## config.mk

```make
export PLATFORM = sky130hd
export DESIGN_NAME = text_render_pipeline
export DESIGN_NICKNAME = d
export VERILOG_FILES = /design/src/rtl/text_render_pipeline_pkg.sv /design/src/rtl/text_addr_gen.sv /design/src/rtl/text_render_pipeline.sv
export SDC_FILE = /design/constraint.sdc
export NUM_CORES = 1
export LEC_CHECK = 0
export CAP_MARGIN = 0
export CELL_PAD_IN_SITES_DETAIL_PLACEMENT = 0
export CELL_PAD_IN_SITES_GLOBAL_PLACEMENT = 1
export CORE_UTILIZATION = 34
export CTS_CLUSTER_DIAMETER = 200
export DETAILED_ROUTE_END_ITERATION = 10
export PLACE_DENSITY = 0.93
export SLEW_MARGIN = 15
export SYNTH_ARGS = -nofsm -noshare
export SYNTH_HDL_FRONTEND = slang
export SYNTH_HIERARCHICAL = 1
export SYNTH_SLANG_ARGS = --single-unit
```

## constraint.sdc

```tcl
create_clock -name clk -period 9.65 [get_ports clk]
set_clock_uncertainty 0.2 [all_clocks]
set_input_delay 1.93 -clock clk [delete_from_list [all_inputs] [get_ports clk]]
set_output_delay 1.93 -clock clk [all_outputs]
set_load 0.1 [all_outputs]
```

## src/rtl/text_render_pipeline_pkg.sv

```systemverilog
// Shared constants and types for the text-mode render pipeline:
// screen geometry, pipeline latency, cell field split and the sideband record.
package text_render_pipeline_pkg;

  localparam int COLS        = 80;
  localparam int SCREEN_ROWS = 30;
  localparam int RING_ROWS   = 32;
  localparam int CHAR_W      = 8;
  localparam int CHAR_H      = 16;
  localparam int PIPE_LAT    = 5;

  // A character cell is {attr[7:0], code[7:0]}; attr is {bg[3:0], fg[3:0]}.
  localparam int ATTR_MSB = 15;
  localparam int ATTR_LSB = 8;
  localparam int CODE_MSB = 7;
  localparam int CODE_LSB = 0;

  typedef struct packed {
    logic       hsync;
    logic       vsync;
    logic       active;
    logic [2:0] px;
    logic [3:0] grow;
    logic       cursor;
  } side_t;

  localparam side_t SIDE_RESET = '{hsync: 1'b1, vsync: 1'b1, active: 1'b0,
                                   px: 3'd0, grow: 4'd0, cursor: 1'b0};

endpackage

```

## src/rtl/text_addr_gen.sv

```systemverilog
// Stage 0 of the text pipeline: latches the ring start row once per frame
// and maps screen (col, row) onto a character-buffer address.
module text_addr_gen #(
  parameter int COLS      = 80,
  parameter int RING_ROWS = 32
) (
  input  logic        clk,
  input  logic        reset_n,
  input  logic        i_vsync,
  input  logic [4:0]  i_start_row,
  input  logic [6:0]  i_col,
  input  logic [4:0]  i_scr_row,
  input  logic        i_valid,
  output logic [11:0] o_char_addr,
  output logic        o_vsync_fall
);

  logic        r_vsync_prev;
  logic [4:0]  r_start_row_q;
  logic [5:0]  w_row_sum;
  logic [4:0]  w_ring_row;
  logic [11:0] w_addr;

  assign o_vsync_fall = r_vsync_prev && !i_vsync;

  assign w_row_sum  = {1'b0, i_scr_row} + {1'b0, r_start_row_q};
  assign w_ring_row = (w_row_sum >= 6'(RING_ROWS)) ? 5'(w_row_sum - 6'(RING_ROWS))
                                                   : w_row_sum[4:0];
  assign w_addr     = 12'(w_ring_row) * 12'(COLS) + 12'(i_col);

  // The start row only moves at the start of vsync so a frame never tears.
  always_ff @(posedge clk) begin
    if (!reset_n) begin
      r_vsync_prev  <= 1'b1;
      r_start_row_q <= 5'd0;
      o_char_addr   <= 12'd0;
    end else begin
      r_vsync_prev <= i_vsync;
      if (o_vsync_fall)
        r_start_row_q <= i_start_row;
      o_char_addr <= i_valid ? w_addr : 12'd0;
    end
  end

endmodule

```

## src/rtl/text_render_pipeline.sv

```systemverilog
// Five-clock text-mode renderer: pixel coordinates in, 6-bit RGB out, with
// syncs delayed to match. Optional blinking cursor under `TEXT_CURSOR_EN.
module text_render_pipeline
  import text_render_pipeline_pkg::*;
#(
  parameter int COLS      = 80,
  parameter int RING_ROWS = 32
) (
  input  logic        clk,
  input  logic        reset_n,
  input  logic [9:0]  pixel_x,
  input  logic [9:0]  pixel_y,
  input  logic        video_active,
  input  logic        hsync_in,
  input  logic        vsync_in,
  input  logic [4:0]  start_row,
  output logic [11:0] char_addr,
  input  logic [15:0] char_data,
  output logic [11:0] font_addr,
  input  logic [7:0]  font_data,
  output logic [3:0]  pal_fg_addr,
  output logic [3:0]  pal_bg_addr,
  input  logic [5:0]  pal_fg_data,
  input  logic [5:0]  pal_bg_data,
  input  logic [6:0]  cursor_col,
  input  logic [4:0]  cursor_row,
  input  logic        cursor_on,
  output logic [5:0]  rgb,
  output logic        hsync_out,
  output logic        vsync_out,
  output logic        active_out
);

  localparam int LAST = PIPE_LAT - 2;

  logic       w_issue;
  logic       w_vsync_fall;
  logic       w_cursor_hit;
  logic       w_pix_bit;
  logic       w_sel_fg;
  logic [7:0] w_attr;
  side_t      w_side_in;
  side_t      r_side [PIPE_LAT-1];

  assign w_issue = video_active && (pixel_x < 10'd640);

  text_addr_gen #(
    .COLS      (COLS),
    .RING_ROWS (RING_ROWS)
  ) u_addr_gen (
    .clk          (clk),
    .reset_n      (reset_n),
    .i_vsync      (vsync_in),
    .i_start_row  (start_row),
    .i_col        (pixel_x[9:3]),
    .i_scr_row    (pixel_y[8:4]),
    .i_valid      (w_issue),
    .o_char_addr  (char_addr),
    .o_vsync_fall (w_vsync_fall)
  );

`ifdef TEXT_CURSOR_EN
  logic [4:0] r_blink_cnt;
  logic       w_unused;

  always_ff @(posedge clk) begin
    if (!reset_n)
      r_blink_cnt <= 5'd0;
    else if (w_vsync_fall)
      r_blink_cnt <= r_blink_cnt + 5'd1;
  end

  // Cursor cell is matched in screen coordinates, before the ring offset.
  assign w_cursor_hit = cursor_on && (pixel_x[9:3] == cursor_col) &&
                        (pixel_y[8:4] == cursor_row) && (pixel_y[3:1] == 3'b111) &&
                        r_blink_cnt[4];
  assign w_unused     = pixel_y[9];
`else
  logic w_unused;
  assign w_cursor_hit = 1'b0;
  assign w_unused     = &{1'b0, cursor_col, cursor_row, cursor_on, w_vsync_fall, pixel_y[9]};
`endif

  always_comb begin
    w_side_in        = SIDE_RESET;
    w_side_in.hsync  = hsync_in;
    w_side_in.vsync  = vsync_in;
    w_side_in.active = w_issue;
    w_side_in.px     = pixel_x[2:0];
    w_side_in.grow   = pixel_y[3:0];
    w_side_in.cursor = w_cursor_hit;
  end

  assign w_attr    = char_data[ATTR_MSB:ATTR_LSB];
  assign w_pix_bit = font_data[3'd7 - r_side[LAST].px];
  assign w_sel_fg  = w_pix_bit ^ r_side[LAST].cursor;

  // Sideband rides a shift register so it meets the data at the output stage.
  always_ff @(posedge clk) begin
    if (!reset_n) begin
      for (int i = 0; i < PIPE_LAT - 1; i++)
        r_side[i] <= SIDE_RESET;
      font_addr   <= 12'd0;
      pal_fg_addr <= 4'd0;
      pal_bg_addr <= 4'd0;
      rgb         <= 6'd0;
      hsync_out   <= 1'b1;
      vsync_out   <= 1'b1;
      active_out  <= 1'b0;
    end else begin
      r_side[0] <= w_side_in;
      for (int i = 1; i < PIPE_LAT - 1; i++)
        r_side[i] <= r_side[i-1];
      font_addr   <= {char_data[CODE_MSB:CODE_LSB], r_side[1].grow};
      pal_fg_addr <= w_attr[3:0];
      pal_bg_addr <= w_attr[7:4];
      rgb         <= r_side[LAST].active ? (w_sel_fg ? pal_fg_data : pal_bg_data) : 6'd0;
      hsync_out   <= r_side[LAST].hsync;
      vsync_out   <= r_side[LAST].vsync;
      active_out  <= r_side[LAST].active;
    end
  end

endmodule

```

==> impl_metrics.env, run 1 <==
export IMPL_insertion_delay_ps=340
export IMPL_gp_congestion=0.777
export IMPL_avgSynthCellArea_um2=11.2
export IMPL_cts_root_buf="clkbuf_8"
export IMPL_grt_pass1_wl_mm=8.55
export IMPL_grt_pass1_vias=1933
export IMPL_crit_chain="clkdlybuf4s50_1 -> ha_1 -> fa_1 -> nand3_1 -> a21oi_2 -> or2_2 -> ha_1 -> inv_1 -> fa_1 -> nand2b_1 -> nor3_1 -> xnor2_1 -> mux2i_1"
export IMPL_grt_max_degree=69
export IMPL_place_area_um2=3930
export IMPL_worst_slew_pin_transition_ps=986
export IMPL_ys_ff_latch=79
export IMPL_synth_area_um2=2840
export IMPL_grt_antenna_before_repair=0
export IMPL_startpoint_type="primary input"
export IMPL_slew_viol_final=0
export IMPL_maxCapViolCount=0
export IMPL_yosys_top_cells_area="dfxtp_1, and2_1, ha_1"
export IMPL_die_x_um=93.4
export IMPL_dp_cells=446
export IMPL_yosysWarnings=6
export IMPL_slew_headroom_pct=34.1
export IMPL_cts_setup_buffers=0
export IMPL_tns_ps=0
export IMPL_crit_type="primary input to register"
export IMPL_clockBufferDepth=2
export IMPL_drt_iter0_drc=26
export IMPL_hp_start="r_side[0][41]$_SDFF_PN1_"
export IMPL_setup_viol_count_final=0
export IMPL_crit_arrival_ps=5170
export IMPL_syn_num_nets=348
export IMPL_critical_path_startpoint="pixel_y[4]"
export IMPL_grt_overflow=0
export IMPL_fin_nets=450
export IMPL_hp_class="register to register"
export IMPL_fmax_mhz=196
export IMPL_io_pins=120
export IMPL_antenna_left=0
export IMPL_endpoint_kind="register"
export IMPL_start_util_pct=36.0
export IMPL_post_cts_resized=0
export IMPL_vias_per_cell=4.28
export IMPL_synth_top_area_share_pct=55.7
export IMPL_h_tree_depth=3
export IMPL_cpPeakStageDelay_ps=500
export IMPL_ys_seq_area_share_pct=55.7
export IMPL_crit_required_ps=9730
export IMPL_clkSlewWorstSetupHoldPaths_ps=90
export IMPL_drt_total_wl_mm=5.15
export IMPL_synth_distinct_cells=33
export IMPL_finalCriticalPeriod_ps=5100
export IMPL_core_um2=7890
export IMPL_num_vias=1977
export IMPL_multi_input_comb_area_um2=1150
export IMPL_p_per_area_nw_per_um2=184
export IMPL_antenna_cells=0
export IMPL_vdd_drop_max_v=0.0000717
export IMPL_syn_inst=253
export IMPL_leakagePower_nw=1.68
export IMPL_finalCritPeriodShare_pct=52.8
export IMPL_clock_sinks=79
export IMPL_die_area_um2=8720
export IMPL_row_count=32
export IMPL_hpwl_mm=3.80
export IMPL_rsz0062_at_grt="false"
export IMPL_avgRoutedWirePerCell_um=11.1
export IMPL_grt_util_all_layers_pct=12.6
export IMPL_drcViolationCount=0
export IMPL_syn_to_final_growth_pct=45.0
export IMPL_yosysTopAreaCell="dfxtp_1"
export IMPL_cts_buffers=9
export IMPL_port_buffers=105
export IMPL_hold_buffers=0
export IMPL_fin_util_pct=52.2
export IMPL_regArea_um2=1580
export IMPL_nFillCells=717
export IMPL_status="completed"
export IMPL_regToRegStartpoint="u_addr_gen/r_start_row_q[0]$_SDFFE_PN0P_"
export IMPL_finalNonFillerCells=462
export IMPL_fin_area_um2=4120
export IMPL_cts_tree="yes"
export IMPL_die_h_um=93.4
export IMPL_hold_viol=0
export IMPL_critPathMaxFanout=5
export IMPL_crit_slowest_cell="fa_1"
export IMPL_drive_above_1_share_pct=6.39
export IMPL_dr_pass1_iters=3
==> power breakdown <==
group	total, mW	switching, mW	internal [mW]
logic	0.189	0.113	0.0756
registers	0.344	0.00391	0.340
clock network	0.227	0.128	0.0988
==> synthesized netlist by cell type <==
library cell,number
a211oi_2,1
inv_1,4
o21bai_1,1
mux4_2,1
buf_2,2
nand2b_1,12
or2_2,1
a21oi_2,1
mux2i_1,16
nor3_1,3
buf_4,4
dfxtp_1,79
nor4_1,1
and2_1,45
fa_1,3
nor3b_1,1
o21ai_0,2
and3_4,1
xnor2_1,4
buf_6,2
nand2_1,14
and3_1,7
ha_1,13
a21o_1,3
nand3_1,2
clkbuf_1,7
xor2_1,4
nor2b_1,7
o2111a_1,1
a211oi_1,1
or3_1,1
nor2_1,4
a21oi_1,5
==> per-layer routing <==
metal	part of all wire [%]	routed length [um]	track usage [%]	vias to the layer above
met5	0	0	0	-
met4	1.5	78	6.03	0
met3	11	546	5.45	11
met2	46	2380	20.8	74
met1	42	2140	13.9	868
li1	-	-	-	1024
==> placed cells by master (no fill, tap or decap), types with 4 or more instances in the layout <==
master           synthesis  routed
nand2b_1                12      12
inv_1                    4       4
xor2_1                   4       4
xnor2_1                  4       4
nor2_1                   4       4
mux2i_1                 16      16
clkbuf_8                 0       9
clkdlybuf4s50_1          0     104
and2_1                  45      45
a21oi_1                  5       5
and3_1                   7       7
dfxtp_1                 79      79
nand2_1                 14      14
nor2b_1                  7       7
ha_1                    13      13
==> worst paths after layout <==
kind	endpoint	slack, ps	cells past startpoint
max	u_addr_gen/o_char_addr[10]$_SDFF_PN0_	4550	13
min reg2reg	vsync_out$_SDFF_PN1_	210	1
max reg2reg	u_addr_gen/o_char_addr[10]$_SDFF_PN0_	6280	12
min	vsync_out$_SDFF_PN1_	210	1
==> critical path, delay by kind of cell <==
| family | cells | cell delay (ps) |
|---|---|---|
| xor+xnor | 1 | 170 |
| fa+ha+maj | 4 | 1430 |
| buf+inv | 2 | 480 |
| compound gates | 1 | 90 |
| simple gates | 4 | 860 |
| mux | 1 | 200 |
==> sequential cells by signal, summed over array words and instances, names as in the netlist <==
| name | flops |
|---|---|
| u_addr_gen/r_vsync_prev | 1 |
| font_addr | 12 |
| pal_fg_addr | 4 |
| u_addr_gen/o_char_addr | 12 |
| pal_bg_addr | 4 |
| hsync_out | 1 |
| r_side | 32 |
| u_addr_gen/r_start_row_q | 5 |
| rgb | 6 |
| active_out | 1 |
| vsync_out | 1 |
==> area by class of cell <==
cell class / count / share of cell area (%)
tap: 102 / 3.10
clock buffer: 9 / 3.01
inverter: 4 / 0.365
timing repair buffer: 106 / 25.6
multi-input combinational: 155 / 28.0
sequential: 79 / 38.4
clock inverter: 7 / 1.52
==> per-stage QoR <==
| step | power [mW] | setup WS, ps | hold slack [ps] |
|---|---|---|---|
| floorplan | 0.487 | 4840 | 186 |
| global placement | 0.538 | 4220 | 192 |
| detailed placement | 0.541 | 4190 | 194 |
| CTS | 0.774 | 4550 | 215 |
| global route | 0.804 | 4340 | 229 |
| finish | 0.760 | 4550 | 211 |
==> logic make-up (layout without fill, tap and decap cells) <==
family / count (synthesis) / count (layout) / synth area share (%)
simple gates: 99 / 99 / 20.2
flops: 79 / 79 / 55.7
buf+inv: 19 / 126 / 3.66
mux: 17 / 17 / 6.43
fa+ha+maj: 16 / 16 / 7.84
compound gates: 15 / 15 / 3.70
xor+xnor: 8 / 8 / 2.47
(Power assumes the default switching activity.)
==> run 2, diff against run 1 <==
- CORE_UTILIZATION: 34 -> 32
- PLACE_DENSITY: 0.93 -> 0.89
- clock period: 9.65 -> 4.75 ns (I/O delays scaled with it)
==> impl_metrics.env, run 2 (synthesized netlist as in run 1, its figures left out) <==
export IMPL_port_buffers=105
export IMPL_hold_buffers=0
export IMPL_grt_overflow=0
export IMPL_cp_num_buf_inv=2
export IMPL_hpwl_mm=3.93
export IMPL_nFillCells=796
export IMPL_fmax_mhz=241
export IMPL_startpoint_type="primary input"
export IMPL_setup_viol_count_final=0
export IMPL_cts_buffers=9
export IMPL_holdPathStages=1
export IMPL_maxCapViolCount=0
export IMPL_largest_reg_flops=32
export IMPL_cpPeakStageDelay_ps=500
export IMPL_worst_slew_pin_transition_ps=996
export IMPL_reg2reg_depth=12
export IMPL_dp_slack_ps=266
export IMPL_start_util_pct=32.9
export IMPL_drt_iter0_drc=33
export IMPL_p_per_area_nw_per_um2=397
export IMPL_crit_required_ps=4820
export IMPL_slew_viol_final=0
export IMPL_reg2reg_to="u_addr_gen/o_char_addr[10]$_SDFF_PN0_"
export IMPL_postLayoutSetupSlackWorst_ps=599
export IMPL_hold_viol=0
export IMPL_grt_max_degree=40
export IMPL_crit_slowest_cell="fa_1"
export IMPL_hp_class="register to register"
export IMPL_row_count=34
export IMPL_crit_arrival_ps=4220
export IMPL_rsz0062_at_grt="false"
export IMPL_insertion_delay_ps=340
export IMPL_die_h_um=96.2
export IMPL_power_mw=1.66
export IMPL_clkSlewWorstSetupHoldPaths_ps=90
export IMPL_place_area_um2=3940
export IMPL_cpLargestDelayFamily="adder cells"
export IMPL_drt_total_wl_mm=5.29
export IMPL_cts_setup_buffers=0
export IMPL_leakagePower_nw=1.70
export IMPL_fin_nets=450
export IMPL_cts_tree="yes"
export IMPL_r2r_setup_slack_ps=1330
export IMPL_finalCritPeriodShare_pct=87.4
export IMPL_vdd_drop_max_v=0.000150
export IMPL_h_tree_depth=3
export IMPL_reg_top3="r_side x32, font_addr x12, u_addr_gen/o_char_addr x12"
export IMPL_slew_headroom_pct=33.4
export IMPL_regMostFlops="r_side"
export IMPL_clock_sinks=79
export IMPL_num_vias=1989
export IMPL_io_pins=120
export IMPL_post_cts_resized=0
export IMPL_clockBufferDepth=2
export IMPL_gp_congestion=0.784
export IMPL_syn_to_final_growth_pct=47.0
export IMPL_drive_above_1_share_pct=6.39
export IMPL_endpoint_kind="register"
export IMPL_status="completed"
export IMPL_regToRegStartpoint="u_addr_gen/r_start_row_q[0]$_SDFFE_PN0P_"
export IMPL_crit_chain="clkdlybuf4s50_1 -> ha_1 -> fa_1 -> nand3_1 -> a21oi_2 -> or2_2 -> ha_1 -> inv_1 -> fa_1 -> nand2b_1 -> nor3_1 -> xnor2_1 -> mux2i_1"
export IMPL_fin_area_um2=4180
export IMPL_core_um2=8640
export IMPL_crit_type="primary input to register"
export IMPL_final_cell_mix="clkdlybuf4s50_1, dfxtp_1, and2_1"
export IMPL_die_area_um2=9260
export IMPL_finalCriticalPeriod_ps=4150
export IMPL_antenna_left=0
export IMPL_grt_pass1_vias=1906
export IMPL_layout_commonest_cell="clkdlybuf4s50_1"
export IMPL_grt_util_all_layers_pct=11.9
export IMPL_min_to="hsync_out$_SDFF_PN1_"
export IMPL_dr_pass1_iters=4
export IMPL_grt_pass1_wl_mm=8.27
export IMPL_grt_antenna_before_repair=0
export IMPL_antenna_cells=0
export IMPL_cts_root_buf="clkbuf_8"
export IMPL_avgRoutedWirePerCell_um=11.3
export IMPL_tns_ps=0
export IMPL_hp_start="r_side[0][42]$_SDFF_PN1_"
export IMPL_critPathMaxFanout=5
export IMPL_die_x_um=96.2
export IMPL_vias_per_cell=4.25
export IMPL_drcViolationCount=0
==> run 2: worst max-delay path by stage <==
stage | slack (ps) | endpoint | cells after the start | from
global route | 490 | u_addr_gen/o_char_addr[11]$_SDFF_PN0_ | 13 | pixel_y[4]
finish | 600 | u_addr_gen/o_char_addr[10]$_SDFF_PN0_ | 13 | pixel_y[4]
detailed placement | 270 | u_addr_gen/o_char_addr[10]$_SDFF_PN0_ | 13 | pixel_y[4]
CTS | 640 | u_addr_gen/o_char_addr[10]$_SDFF_PN0_ | 13 | pixel_y[4]
floorplan | 920 | u_addr_gen/o_char_addr[11]$_SDFF_PN0_ | 12 | pixel_y[4]
global placement | 280 | u_addr_gen/o_char_addr[11]$_SDFF_PN0_ | 13 | pixel_y[4]
==> run 2: layout make-up <==
| cell class | instances | area (um^2) | share of cell area (%) |
|---|---|---|---|
| clock buffer | 10 | 138 | 3.30 |
| tap | 108 | 135 | 3.24 |
| inverter | 4 | 15.0 | 0.360 |
| clock inverter | 6 | 97.6 | 2.34 |
| sequential | 79 | 1580 | 37.9 |
| timing repair buffer | 106 | 1050 | 25.2 |
| multi-input combinational | 155 | 1150 | 27.7 |
==> run 2: through the flow <==
| stage | util, % | hold slack (ps) | instances |
|---|---|---|---|
| after floorplan | - | 186 | 253 |
| after global placement | 45.6 | 191 | 452 |
| after detailed placement | 45.6 | 191 | 452 |
| after CTS | 48.3 | 207 | 468 |
| after global routing | 48.3 | 226 | 468 |
| final | 48.3 | 206 | 468 |
==> run 2: worst register-to-register path: stages (launching register included) <==
cell,delay (ps)
dfxtp_1,320
ha_1,200
fa_1,410
nand3_1,130
a21oi_2,90
or2_2,300
ha_1,300
inv_1,60
fa_1,500
nand2b_1,210
nor3_1,250
xnor2_1,180
mux2i_1,200
==> run 2: power by group <==
part	switching [mW]	total (mW)	internal (mW)
clock	0.256	0.576	0.320
sequential	0.00762	0.699	0.691
combinational	0.229	0.382	0.153
==> run 2: routing by layer <==
layer  part of all wire [%]  up-vias  global-route usage [%]
li1                       -     1022                       -
met3                     11        4                    5.53
met4                   0.77        0                    3.73
met5                      0        -                       0
met2                     47       77                    21.5
met1                     42      886                    12.2
